**src/rtl/rv32_e_fpu_divsqrt_if.sv**
```systemverilog
// Issue/response bundle between the execute stage and the FDIV.S/FSQRT.S unit,
// plus the ALU control codes that select the operation.
`ifndef ALU_CONTROL_WIDTH
`define ALU_CONTROL_WIDTH 5
`endif
`ifndef ALU_FDIV
`define ALU_FDIV (`ALU_CONTROL_WIDTH'(12))
`endif
`ifndef ALU_FSQRT
`define ALU_FSQRT (`ALU_CONTROL_WIDTH'(13))
`endif

interface rv32_e_fpu_divsqrt_if;
    logic                          start_i;
    logic                          flush_i;
    logic [`ALU_CONTROL_WIDTH-1:0] fpu_control_i;
    logic [31:0]                   src_a_i;
    logic [31:0]                   src_b_i;
    logic                          busy_o;
    logic                          valid_o;
    logic [31:0]                   result_o;
    logic [4:0]                    flags_o;

    modport master (
        output start_i, flush_i, fpu_control_i, src_a_i, src_b_i,
        input  busy_o, valid_o, result_o, flags_o
    );

    modport slave (
        input  start_i, flush_i, fpu_control_i, src_a_i, src_b_i,
        output busy_o, valid_o, result_o, flags_o
    );
endinterface

```
**src/rtl/rv32_e_fpu_divsqrt.sv**
```systemverilog
// Multi-cycle binary32 divide / square root: restoring digit recurrence, RNE rounding,
// DAZ inputs, flush-to-zero outputs, RISC-V fflags {NV,DZ,OF,UF,NX}.
module rv32_e_fpu_divsqrt #(
    parameter int ITER_PER_CYCLE = 1
) (
    input  logic                  clk_i,
    input  logic                  rst_i,
    rv32_e_fpu_divsqrt_if.slave   bus
);
    localparam int          N    = 26 / ITER_PER_CYCLE;
    localparam logic [31:0] QNAN = 32'h7FC0_0000;

    typedef enum logic [2:0] {S_IDLE, S_PREP, S_ITER, S_ROUND, S_DONE} state_e;

    state_e             state_q, state_d;
    logic               is_sqrt_q, is_sqrt_d;
    logic [31:0]        a_q, a_d, b_q, b_d;
    logic               sign_q, sign_d;
    logic signed [9:0]  exp_q, exp_d;
    logic [23:0]        dvs_q, dvs_d;
    logic [28:0]        rem_q, rem_d;
    logic [51:0]        rad_q, rad_d;
    logic [25:0]        quo_q, quo_d;
    logic [4:0]         cnt_q, cnt_d;
    logic [31:0]        res_q, res_d;
    logic [4:0]         flg_q, flg_d;

    // Operand classification straight off the bus (subnormals count as zero)
    logic [7:0]  ea, eb;
    logic [22:0] fa, fb;
    logic        a_zero, b_zero, a_inf, b_inf, a_nan, b_nan, a_snan, b_snan;
    logic        op_div, op_sqrt, accept, q_sign;

    assign ea      = bus.src_a_i[30:23];
    assign eb      = bus.src_b_i[30:23];
    assign fa      = bus.src_a_i[22:0];
    assign fb      = bus.src_b_i[22:0];
    assign a_zero  = (ea == 8'h00);
    assign b_zero  = (eb == 8'h00);
    assign a_inf   = (ea == 8'hFF) && (fa == 23'd0);
    assign b_inf   = (eb == 8'hFF) && (fb == 23'd0);
    assign a_nan   = (ea == 8'hFF) && (fa != 23'd0);
    assign b_nan   = (eb == 8'hFF) && (fb != 23'd0);
    assign a_snan  = a_nan && !fa[22];
    assign b_snan  = b_nan && !fb[22];
    assign q_sign  = bus.src_a_i[31] ^ bus.src_b_i[31];
    assign op_div  = (bus.fpu_control_i == `ALU_FDIV);
    assign op_sqrt = (bus.fpu_control_i == `ALU_FSQRT);
    assign accept  = bus.start_i && !bus.flush_i && (state_q == S_IDLE) && (op_div || op_sqrt);

    logic        spec_hit;
    logic [31:0] spec_res;
    logic [4:0]  spec_flg;

    // NOTE: every always_comb output gets a default first so no path leaves it unassigned
    // (that would infer a latch).
    always_comb begin
        spec_hit = 1'b1;
        spec_res = 32'd0;
        spec_flg = 5'd0;
        if (op_sqrt) begin
            if (a_nan) begin
                spec_res = QNAN;
                spec_flg = {a_snan, 4'b0000};
            end else if (a_zero) begin
                spec_res = {bus.src_a_i[31], 31'd0};
            end else if (bus.src_a_i[31]) begin
                spec_res = QNAN;
                spec_flg = 5'b10000;
            end else if (a_inf) begin
                spec_res = 32'h7F80_0000;
            end else begin
                spec_hit = 1'b0;
            end
        end else begin
            if (a_nan || b_nan) begin
                spec_res = QNAN;
                spec_flg = {a_snan || b_snan, 4'b0000};
            end else if ((a_zero && b_zero) || (a_inf && b_inf)) begin
                spec_res = QNAN;
                spec_flg = 5'b10000;
            end else if (b_zero) begin
                spec_res = {q_sign, 8'hFF, 23'd0};
                spec_flg = 5'b01000;
            end else if (a_inf) begin
                spec_res = {q_sign, 8'hFF, 23'd0};
            end else if (a_zero || b_inf) begin
                spec_res = {q_sign, 31'd0};
            end else begin
                spec_hit = 1'b0;
            end
        end
    end

    // Unpacking of the registered operands during PREP
    logic [23:0]       ma, mb;
    logic signed [9:0] div_exp, sq_e, sq_exp;
    logic [24:0]       sq_mant;

    always_comb begin
        ma      = {1'b1, a_q[22:0]};
        mb      = {1'b1, b_q[22:0]};
        div_exp = $signed({2'b00, a_q[30:23]}) - $signed({2'b00, b_q[30:23]}) + 10'sd127;
        sq_e    = $signed({2'b00, a_q[30:23]}) - 10'sd127;
        sq_mant = {1'b0, ma};
        if (sq_e[0]) begin
            sq_e    = sq_e - 10'sd1;
            sq_mant = {ma, 1'b0};
        end
        sq_exp  = (sq_e >>> 1) + 10'sd127;
    end

    // One ITER cycle: ITER_PER_CYCLE restoring steps chained combinationally
    logic [28:0] st_rem, st_trial;
    logic [25:0] st_quo;
    logic [51:0] st_rad;

    always_comb begin
        st_rem   = rem_q;
        st_quo   = quo_q;
        st_rad   = rad_q;
        st_trial = 29'd0;
        for (int i = 0; i < ITER_PER_CYCLE; i++) begin
            if (is_sqrt_q) begin
                st_rem   = {st_rem[26:0], st_rad[51:50]};
                st_rad   = {st_rad[49:0], 2'b00};
                st_trial = {1'b0, st_quo, 2'b01};
            end else begin
                st_trial = {5'd0, dvs_q};
            end
            if (st_rem >= st_trial) begin
                st_rem = st_rem - st_trial;
                st_quo = {st_quo[24:0], 1'b1};
            end else begin
                st_quo = {st_quo[24:0], 1'b0};
            end
            if (!is_sqrt_q) st_rem = {st_rem[27:0], 1'b0};
        end
    end

    // ROUND: normalise, round-half-even, then overflow / flush-to-zero
    logic [25:0]       norm;
    logic signed [9:0] nexp, rexp;
    logic              g, r, s, inc;
    logic [24:0]       sum;
    logic [31:0]       rnd_res;
    logic [4:0]        rnd_flg;

    always_comb begin
        norm = quo_q[25] ? quo_q : {quo_q[24:0], 1'b0};
        nexp = quo_q[25] ? exp_q : exp_q - 10'sd1;
        g    = norm[1];
        r    = norm[0];
        s    = (rem_q != 29'd0);
        inc  = g && (r || s || norm[2]);
        sum  = {1'b0, norm[25:2]} + {24'd0, inc};
        rexp = nexp + $signed({9'd0, sum[24]});
        if (rexp >= 10'sd255) begin
            rnd_res = {sign_q, 8'hFF, 23'd0};
            rnd_flg = 5'b00101;
        end else if (rexp <= 10'sd0) begin
            rnd_res = {sign_q, 31'd0};
            rnd_flg = 5'b00011;
        end else begin
            rnd_res = {sign_q, rexp[7:0], sum[22:0]};
            rnd_flg = {4'b0000, g | r | s};
        end
    end

    always_comb begin
        state_d   = state_q;
        is_sqrt_d = is_sqrt_q;
        a_d       = a_q;
        b_d       = b_q;
        sign_d    = sign_q;
        exp_d     = exp_q;
        dvs_d     = dvs_q;
        rem_d     = rem_q;
        rad_d     = rad_q;
        quo_d     = quo_q;
        cnt_d     = cnt_q;
        res_d     = res_q;
        flg_d     = flg_q;
        case (state_q)
            S_IDLE: if (accept) begin
                is_sqrt_d = op_sqrt;
                a_d       = bus.src_a_i;
                b_d       = bus.src_b_i;
                if (spec_hit) begin
                    res_d   = spec_res;
                    flg_d   = spec_flg;
                    state_d = S_DONE;
                end else begin
                    state_d = S_PREP;
                end
            end
            S_PREP: begin
                quo_d   = 26'd0;
                cnt_d   = 5'(N - 1);
                dvs_d   = mb;
                if (is_sqrt_q) begin
                    sign_d = 1'b0;
                    exp_d  = sq_exp;
                    rem_d  = 29'd0;
                    rad_d  = {sq_mant, 27'd0};
                end else begin
                    sign_d = a_q[31] ^ b_q[31];
                    exp_d  = div_exp;
                    rem_d  = {5'd0, ma};
                    rad_d  = 52'd0;
                end
                state_d = S_ITER;
            end
            S_ITER: begin
                rem_d = st_rem;
                quo_d = st_quo;
                rad_d = st_rad;
                cnt_d = cnt_q - 5'd1;
                if (cnt_q == 5'd0) state_d = S_ROUND;
            end
            S_ROUND: begin
                res_d   = rnd_res;
                flg_d   = rnd_flg;
                state_d = S_DONE;
            end
            S_DONE:  state_d = S_IDLE;
            default: state_d = S_IDLE;
        endcase
        // A flush abandons the op without touching the architectural result
        if (bus.flush_i) begin
            state_d = S_IDLE;
            res_d   = res_q;
            flg_d   = flg_q;
        end
    end

    // NOTE: sequential state uses non-blocking assignments so every register samples
    // pre-edge values; combinational blocks above use blocking ones.
    always_ff @(posedge clk_i or posedge rst_i) begin
        if (rst_i) begin
            state_q   <= S_IDLE;
            is_sqrt_q <= 1'b0;
            a_q       <= 32'd0;
            b_q       <= 32'd0;
            sign_q    <= 1'b0;
            exp_q     <= 10'sd0;
            dvs_q     <= 24'd0;
            rem_q     <= 29'd0;
            rad_q     <= 52'd0;
            quo_q     <= 26'd0;
            cnt_q     <= 5'd0;
            res_q     <= 32'd0;
            flg_q     <= 5'd0;
        end else begin
            state_q   <= state_d;
            is_sqrt_q <= is_sqrt_d;
            a_q       <= a_d;
            b_q       <= b_d;
            sign_q    <= sign_d;
            exp_q     <= exp_d;
            dvs_q     <= dvs_d;
            rem_q     <= rem_d;
            rad_q     <= rad_d;
            quo_q     <= quo_d;
            cnt_q     <= cnt_d;
            res_q     <= res_d;
            flg_q     <= flg_d;
        end
    end

    assign bus.busy_o   = (state_q != S_IDLE);
    assign bus.valid_o  = (state_q == S_DONE);
    assign bus.result_o = res_q;
    assign bus.flags_o  = flg_q;
endmodule

```
**src/flat_wrapper.sv**
```systemverilog
// flat-port wrapper written by rule: the top's interface ports become plain ports
module rv32_e_fpu_divsqrt_flat 
#(
    parameter int ITER_PER_CYCLE = 1
)
  (clk_i, rst_i, bus_start_i, bus_flush_i, bus_fpu_control_i, bus_src_a_i, bus_src_b_i, bus_busy_o, bus_valid_o, bus_result_o, bus_flags_o);
  rv32_e_fpu_divsqrt_if bus_i ();
  input  logic clk_i;
  input  logic rst_i;
  input wire logic [$bits(bus_i.start_i)-1:0] bus_start_i;
  input wire logic [$bits(bus_i.flush_i)-1:0] bus_flush_i;
  input wire logic [$bits(bus_i.fpu_control_i)-1:0] bus_fpu_control_i;
  input wire logic [$bits(bus_i.src_a_i)-1:0] bus_src_a_i;
  input wire logic [$bits(bus_i.src_b_i)-1:0] bus_src_b_i;
  output wire logic [$bits(bus_i.busy_o)-1:0] bus_busy_o;
  output wire logic [$bits(bus_i.valid_o)-1:0] bus_valid_o;
  output wire logic [$bits(bus_i.result_o)-1:0] bus_result_o;
  output wire logic [$bits(bus_i.flags_o)-1:0] bus_flags_o;
  assign bus_i.start_i = bus_start_i;
  assign bus_i.flush_i = bus_flush_i;
  assign bus_i.fpu_control_i = bus_fpu_control_i;
  assign bus_i.src_a_i = bus_src_a_i;
  assign bus_i.src_b_i = bus_src_b_i;
  assign bus_busy_o = bus_i.busy_o;
  assign bus_valid_o = bus_i.valid_o;
  assign bus_result_o = bus_i.result_o;
  assign bus_flags_o = bus_i.flags_o;
  rv32_e_fpu_divsqrt #(.ITER_PER_CYCLE(ITER_PER_CYCLE)) u_core (.clk_i(clk_i), .rst_i(rst_i), .bus(bus_i));
endmodule
```
**config.mk**
```make
export PLATFORM = sky130hd
export DESIGN_NAME = rv32_e_fpu_divsqrt_flat
export DESIGN_NICKNAME = d
export VERILOG_FILES = /design/src/rtl/rv32_e_fpu_divsqrt_if.sv /design/src/rtl/rv32_e_fpu_divsqrt.sv /design/src/flat_wrapper.sv
export SDC_FILE = /design/constraint.sdc
export NUM_CORES = 1
export LEC_CHECK = 0
export ABC_AREA = 1
export CAP_MARGIN = 40
export CORE_UTILIZATION = 63
export DETAILED_ROUTE_END_ITERATION = 8
export HOLD_SLACK_MARGIN = 0.1
export PLACE_DENSITY_LB_ADDON = 0.05
export SLEW_MARGIN = 5
export SYNTH_ARGS = -nofsm -noshare
export SYNTH_HDL_FRONTEND = slang
export SYNTH_SLANG_ARGS = --single-unit
```
**constraint.sdc**
```tcl
create_clock -name clk_i -period 15.4 [get_ports clk_i]
set_input_delay 2.31 -clock clk_i [delete_from_list [all_inputs] [get_ports clk_i]]
set_output_delay 2.31 -clock clk_i [all_outputs]
set_load 0.03 [all_outputs]
```
==> results of run 1 <==
## routing by layer
| metal | vias to the layer above | wire length [um] | global-route usage (%) |
|---|---|---|---|
| li1 | 7107 | - | - |
| met1 | 6851 | 18500 | 50.3 |
| met2 | 707 | 19500 | 57.4 |
| met3 | 98 | 3390 | 4.64 |
| met4 | 0 | 1890 | 15.7 |
| met5 | - | 0 | 0 |
## worst paths after layout
| kind | from | to | slack [ns] |
|---|---|---|---|
| min reg2reg | u_core.dvs_q[23]$_DFFE_PP0P_ | u_core.dvs_q[23]$_DFFE_PP0P_ | 0.47 |
| max reg2reg | u_core.quo_q[25]$_DFFE_PP0P_ | u_core.bus.result_o[16]$_DFFE_PP0P_ | 10.56 |
| max | u_core.quo_q[25]$_DFFE_PP0P_ | u_core.bus.result_o[16]$_DFFE_PP0P_ | 10.56 |
| max in group asynchronous | rst_i | u_core.rem_q[23]$_DFFE_PP0P_ | 11.17 |
| min | u_core.dvs_q[23]$_DFFE_PP0P_ | u_core.dvs_q[23]$_DFFE_PP0P_ | 0.47 |
| min in group asynchronous | rst_i | u_core.rem_q[11]$_DFFE_PP0P_ | 2.25 |
## layout by cell type (no fill, tap or decap), types with 36 or more instances in the layout
master and n:
nand3_1 181, o21ai_0 241, nand4_1 36, nand2_1 620
ha_1 44, clkdlybuf4s50_1 111, a21oi_1 80, dfrtp_1 223
nor2_1 103, inv_1 297
## power by group
group          internal [mW]  switching [mW]  leakage [nW]
Sequential             0.746           0.137          2.94
Combinational          0.628            1.25          4.82
Clock                  0.388           0.251         0.430
## sequential cells by signal, summed over array words and instances, names as in the netlist
signal / flops
u_core.bus.flags_o: 5
u_core.rad_q: 25
u_core.rem_q: 29
u_core.exp_q: 10
u_core.state_q: 3
u_core.b_q: 32
u_core.dvs_q: 24
u_core.sign_q: 1
u_core.a_q: 32
u_core.cnt_q: 5
u_core.quo_q: 26
u_core.bus.result_o: 32
u_core.is_sqrt_q: 1
## cells by family (layout without fill, tap and decap cells)
family,after synthesis,count (layout),synth area share [%]
AO/OA/AOI/OAI,418,418,15.5
XOR/XNOR,38,38,2.29
adder cells (fa/ha/maj),46,46,3.98
buffers and inverters,395,490,10.4
flip-flops,225,225,37.9
multiplexers,1,1,0.0674
other,0,2,0
AND/OR/NAND/NOR,1027,1027,29.8
## area by class of cell
cell class,count,area share (%)
multi-input cells,1530,44.8
flip-flops and latches,225,32.8
clock buffers,35,4.11
clock inverters,11,1.01
inverters,312,6.87
repair buffers,132,8.04
well taps,313,2.28
diodes,2,0.0292
## stage by stage
| step | hold WS, ns | setup WS [ns] | power, mW | std cells | area (um^2) |
|---|---|---|---|---|---|
| global route | 0.499 | 9.97 | 3.65 | 2560 | 17100 |
| detailed placement | 0.461 | 10.33 | 2.70 | 2512 | 16300 |
| floorplan | 0.434 | 6.93 | 2.18 | 2150 | 14900 |
| finish | 0.472 | 10.56 | 3.40 | 2560 | 17100 |
| global placement | 0.446 | 10.30 | 2.65 | 2503 | 16100 |
| CTS | 0.475 | 10.60 | 3.35 | 2558 | 17100 |
## critical path, delay by kind of cell, from the launching register on
kind / cells / cell delay (ns)
AO/OA/AOI/OAI: 2 / 0.35
adder cells (fa/ha/maj): 2 / 0.43
AND/OR/NAND/NOR: 23 / 2.91
flip-flops: 1 / 0.51
buffers and inverters: 4 / 0.51
==> flow_summary.ini, run 1 <==
[sta]
slew_violations = 0
fmax_mhz = 206
setup_viol = 0
relSlewSlack_pct = 46.1
rsz0062_at_grt = no
period_share_pct = 31.5
fin_crit_ns = 4.84
worst_clock_skew_ns = 0.0233
fin_setup_tns_ns = 0
hold_viol = 0
max_slew.worst_pin.slew_ns = 0.803

[flow_run]
maxCapViolCount = 0

[worst_setup_path]
critPathCaptureType = flop
cp.arrival_ns = 5.29
cp_common_cell = nand2_2
critPathLaunchType = flop
cp_slowest_stage_delay_ns = 0.51
crit_slowest_cell = dfrtp_2
critical_path_class = flop to flop
required_ns = 15.84
path_max_fanout = 49
ff2ff_path_depth = 31

[cts]
clock-sinks = 225
postCtsResizedCells = 0
tritoncts = done
path_clk_slew_ns = 0.06
post-cts-setup-buffers = 0
htreeDepth = 1
insertion_delay_ns = 0.54
cts_buffer_depth = 3
cts_made_buffers = 26
clockRootBuffer = clkbuf_16
hold_buffers = 0

[detailed_routing]
routed_wl_mm = 43.3
via_per_inst = 5.77
dr.pass1.iters = 6
routedWlPerCell_um = 16.9
vias = 14800
remaining_drc_errors = 0
drt_first_iter_violations = 1674
drtAntennaViolNets = 0

[finish]
multi_input_area_mm2 = 0.00768
area_growth_pct = 15.4
fillers = 1783
fin_nets = 2346
ff_latch_area_mm2 = 0.00563
drive_above_1_share_pct = 6.46
utilization_pct = 75.1

[grt]
antenna_found_initial = 2
grt_max_degree = 107
track_usage_pct = 36.3
grt_pass1_wl_mm = 69.6
overflow = 0
grt_pass1_vias = 14000

[floorplanning]
die_height_um = 156
die_x_um = 156
ioPinCount = 112
initial_core_util_pct = 65.0
die_area_mm2 = 0.0242
placementRows = 55
core-area_mm2 = 0.0228

[yosys]
synth_top_area_cell = dfrtp_1
ys_seq_area_share_pct = 37.9
synthTopCellsByCount = nand2_1 (620), inv_1 (298), o21ai_0 (241), dfrtp_1 (225), nand3_1 (181)
syn_inst = 2150
synth.avg_cell_area_um2 = 6.91
ys_seq_elements = 225
synth.top_cell.area_share_pct = 37.9
synth_edf_count = 0
syn_nets = 2269
ys_warn_count = 0
synthFlopType = dfrtp_1
yosysUniqueCellTypes = 52
syn_area_mm2 = 0.0149
synth.area.top_cells = dfrtp_1 (38%), nand2_1 (16%), o21ai_0 (8.1%), inv_1 (7.5%), nand3_1 (6.1%)
synth-async-reset-ratio_pct = 100
synth_most_common_cell = nand2_1

[hold_path]
hp-class = flop to flop
hold_depth = 1

[power]
power-per-cell-area_mw_per_mm2 = 198
leakage_nw = 8.19
max-vdd-ir-drop_uv = 148

[place]
portBuffers = 111
post-dp-hpwl_mm = 31.9
gp_congestion = 0.994

[run_status]
run_status = finished clean
No activity file was read; power rests on OpenSTA's default activity.
==> run 2, diff against run 1 <==
- CORE_UTILIZATION: 63 -> 54
- clock period: 15.4 -> 3.9 ns (I/O delays scaled with it)
==> flow_summary.ini, run 2 (synthesis results as in run 1) <==
[run_status]
run_status = complete, but fails checks
violations = setup timing

[power]
power-per-cell-area_mw_per_mm2 = 755
p_total_mw = 13.7
max-vdd-ir-drop_uv = 501
leakage_nw = 8.68

[grt]
grt_pass1_vias = 13800
antenna_found_initial = 0
grt_pass1_wl_mm = 70.8
track_usage_pct = 31.5
overflow = 0
grt_max_degree = 116

[detailed_routing]
maxUsedRoutingLayer = met4
dr.pass1.iters = 6
wl_met3_mm = 2.60
wl_met2_mm = 20.0
drtAntennaViolNets = 0
routedWlPerCell_um = 16.7
via_per_inst = 5.54
routed_wl_mm = 44.3
drt_first_iter_violations = 1279
remaining_drc_errors = 0
vias = 14700
wirelength_met1_mm = 20.5

[worst_setup_path]
crit_buf_inv = 6
critPathCaptureType = flop
rrSetupSlack_ns = -0.07
cp_common_cell = nor2_4
cp_slowest_stage_delay_ns = 0.42
required_ns = 4.38
ff2ff_path_depth = 33
crit_slowest_cell = dfrtp_2
critical_path_class = flop to flop
r2r_end = u_core.bus.result_o[10]$_DFFE_PP0P_
r2r_start = u_core.quo_q[25]$_DFFE_PP0P_
critPathLaunchType = flop
cp.arrival_ns = 4.45
critPathTopFamily = simple AND/OR/NAND/NOR gates
path_max_fanout = 7

[cts]
htreeDepth = 1
clock-sinks = 225
path_clk_slew_ns = 0.06
hold_buffers = 0
insertion_delay_ns = 0.55
cts_made_buffers = 27
tritoncts = done
cts_buffer_depth = 3
clockRootBuffer = clkbuf_16

[sta]
fin_crit_ns = 3.97
period_share_pct = 102
worst_clock_skew_ns = 0.0140
fmax_mhz = 252
hold_viol = 0
setup_viol = 25
max_slew.worst_pin.slew_ns = 0.884
slew_violations = 0
fin_setup_tns_ns = -1.06
finalWorstSetupSlack_ns = -0.0676
relSlewSlack_pct = 40.5
rsz0062_at_grt = yes

[floorplanning]
die_area_mm2 = 0.0282
initial_core_util_pct = 55.1
ioPinCount = 112
die_x_um = 168
die_height_um = 168
core-area_mm2 = 0.0270
placementRows = 60

[place]
portBuffers = 111
post-dp-hpwl_mm = 33.1
gp_congestion = 0.986
numPlacedInstances = 2600

[finish]
ff_latch_area_mm2 = 0.00563
area_growth_pct = 22.0
layout.cells.non_filler = 2661
n_antenna_cell = 0
layout_commonest_cell = nand2_1
final_cell_mix = nand2_1 (601), inv_1 (289), o21ai_0 (237)
drive_above_1_share_pct = 12.1
multi_input_area_mm2 = 0.00799
fillers = 2387
fin_nets = 2421

[hold_path]
hp-class = input pin to asynchronous set/reset pin

[flow_run]
maxCapViolCount = 0
-- run 2: changes by cell type in the layout (fill, tap and decap cells not counted), sizes merged --
cell      change
buf          +73
clkbuf        +3
clkinvlp      +2
clkinv        -3
diode         -2
-- run 2: layout make-up --
type                       count  share of cell area (%)
multi-input combinational   1530                    44.1
sequential                   225                    31.1
timing repair buffer         206                    10.9
inverter                     312                    6.50
clock buffer                  37                    4.10
tap                          341                    2.35
clock inverter                10                   0.946
-- run 2: metrics by stage --
| stage | setup slack, ns | cell area (um^2) | hold slack, ns | util (%) |
|---|---|---|---|---|
| detailed placement | -0.0556 | 16700 | 0.454 | 62.1 |
| CTS | -0.00379 | 17700 | 0.458 | 65.7 |
| finish | -0.0676 | 18100 | 0.452 | 67.2 |
| global placement | 0.118 | 16700 | 0.449 | 62.0 |
| global route | -0.312 | 18100 | 0.489 | 67.2 |
| floorplan | 0.127 | 14900 | 0.434 | - |
-- run 2: how the worst max path moves through the flow --
stage | from | end | slack (ns) | cells after the start
after detailed placement | u_core.quo_q[25]$_DFFE_PP0P_ | u_core.bus.result_o[14]$_DFFE_PP0P_ | -0.06 | 31
final | u_core.quo_q[25]$_DFFE_PP0P_ | u_core.bus.result_o[10]$_DFFE_PP0P_ | -0.07 | 33
after CTS | u_core.quo_q[25]$_DFFE_PP0P_ | u_core.bus.result_o[19]$_DFFE_PP0P_ | -0.004 | 33
after global placement | u_core.quo_q[25]$_DFFE_PP0P_ | u_core.bus.result_o[25]$_DFFE_PP0P_ | 0.12 | 29
after floorplan | u_core.quo_q[25]$_DFFE_PP0P_ | u_core.bus.result_o[23]$_DFFE_PP0P_ | 0.13 | 31
after global routing | u_core.quo_q[25]$_DFFE_PP0P_ | u_core.bus.result_o[10]$_DFFE_PP0P_ | -0.31 | 33
-- run 2: worst register-to-register path: cells and delay by family (launching register included) --
family | cells | cell delay [ns]
and+or+nand+nor | 23 | 2.30
adders and majority gates | 2 | 0.29
DFF | 1 | 0.42
AOI/OAI and AO/OA | 2 | 0.18
buffers and inverters | 6 | 0.68
-- run 2: repair_timing --
| action | CTS | global route |
|---|---|---|
| buffers inserted | 2 | 11 |
| cloned | 0 | 1 |
| endpoints found under the setup margin | 30 | 34 |
| pin swaps | 1 | 32 |
| resized for setup | 14 | 80 |
-- run 2: where the power goes --
| part | switching (mW) | internal, mW | total (mW) | leakage, nW |
|---|---|---|---|---|
| logic | 4.94 | 2.69 | 7.62 | 5.29 |
| clock network | 1.01 | 1.60 | 2.60 | 0.445 |
| registers | 0.505 | 2.95 | 3.45 | 2.94 |
| total | 6.45 | 7.23 | 13.7 | 8.68 |
-- run 2: metal layers --
layer	track usage, %	vias up
li1	-	7285
met1	44.5	6922
met2	51.0	464
met3	3.83	67
met4	9.37	0
met5	0	-
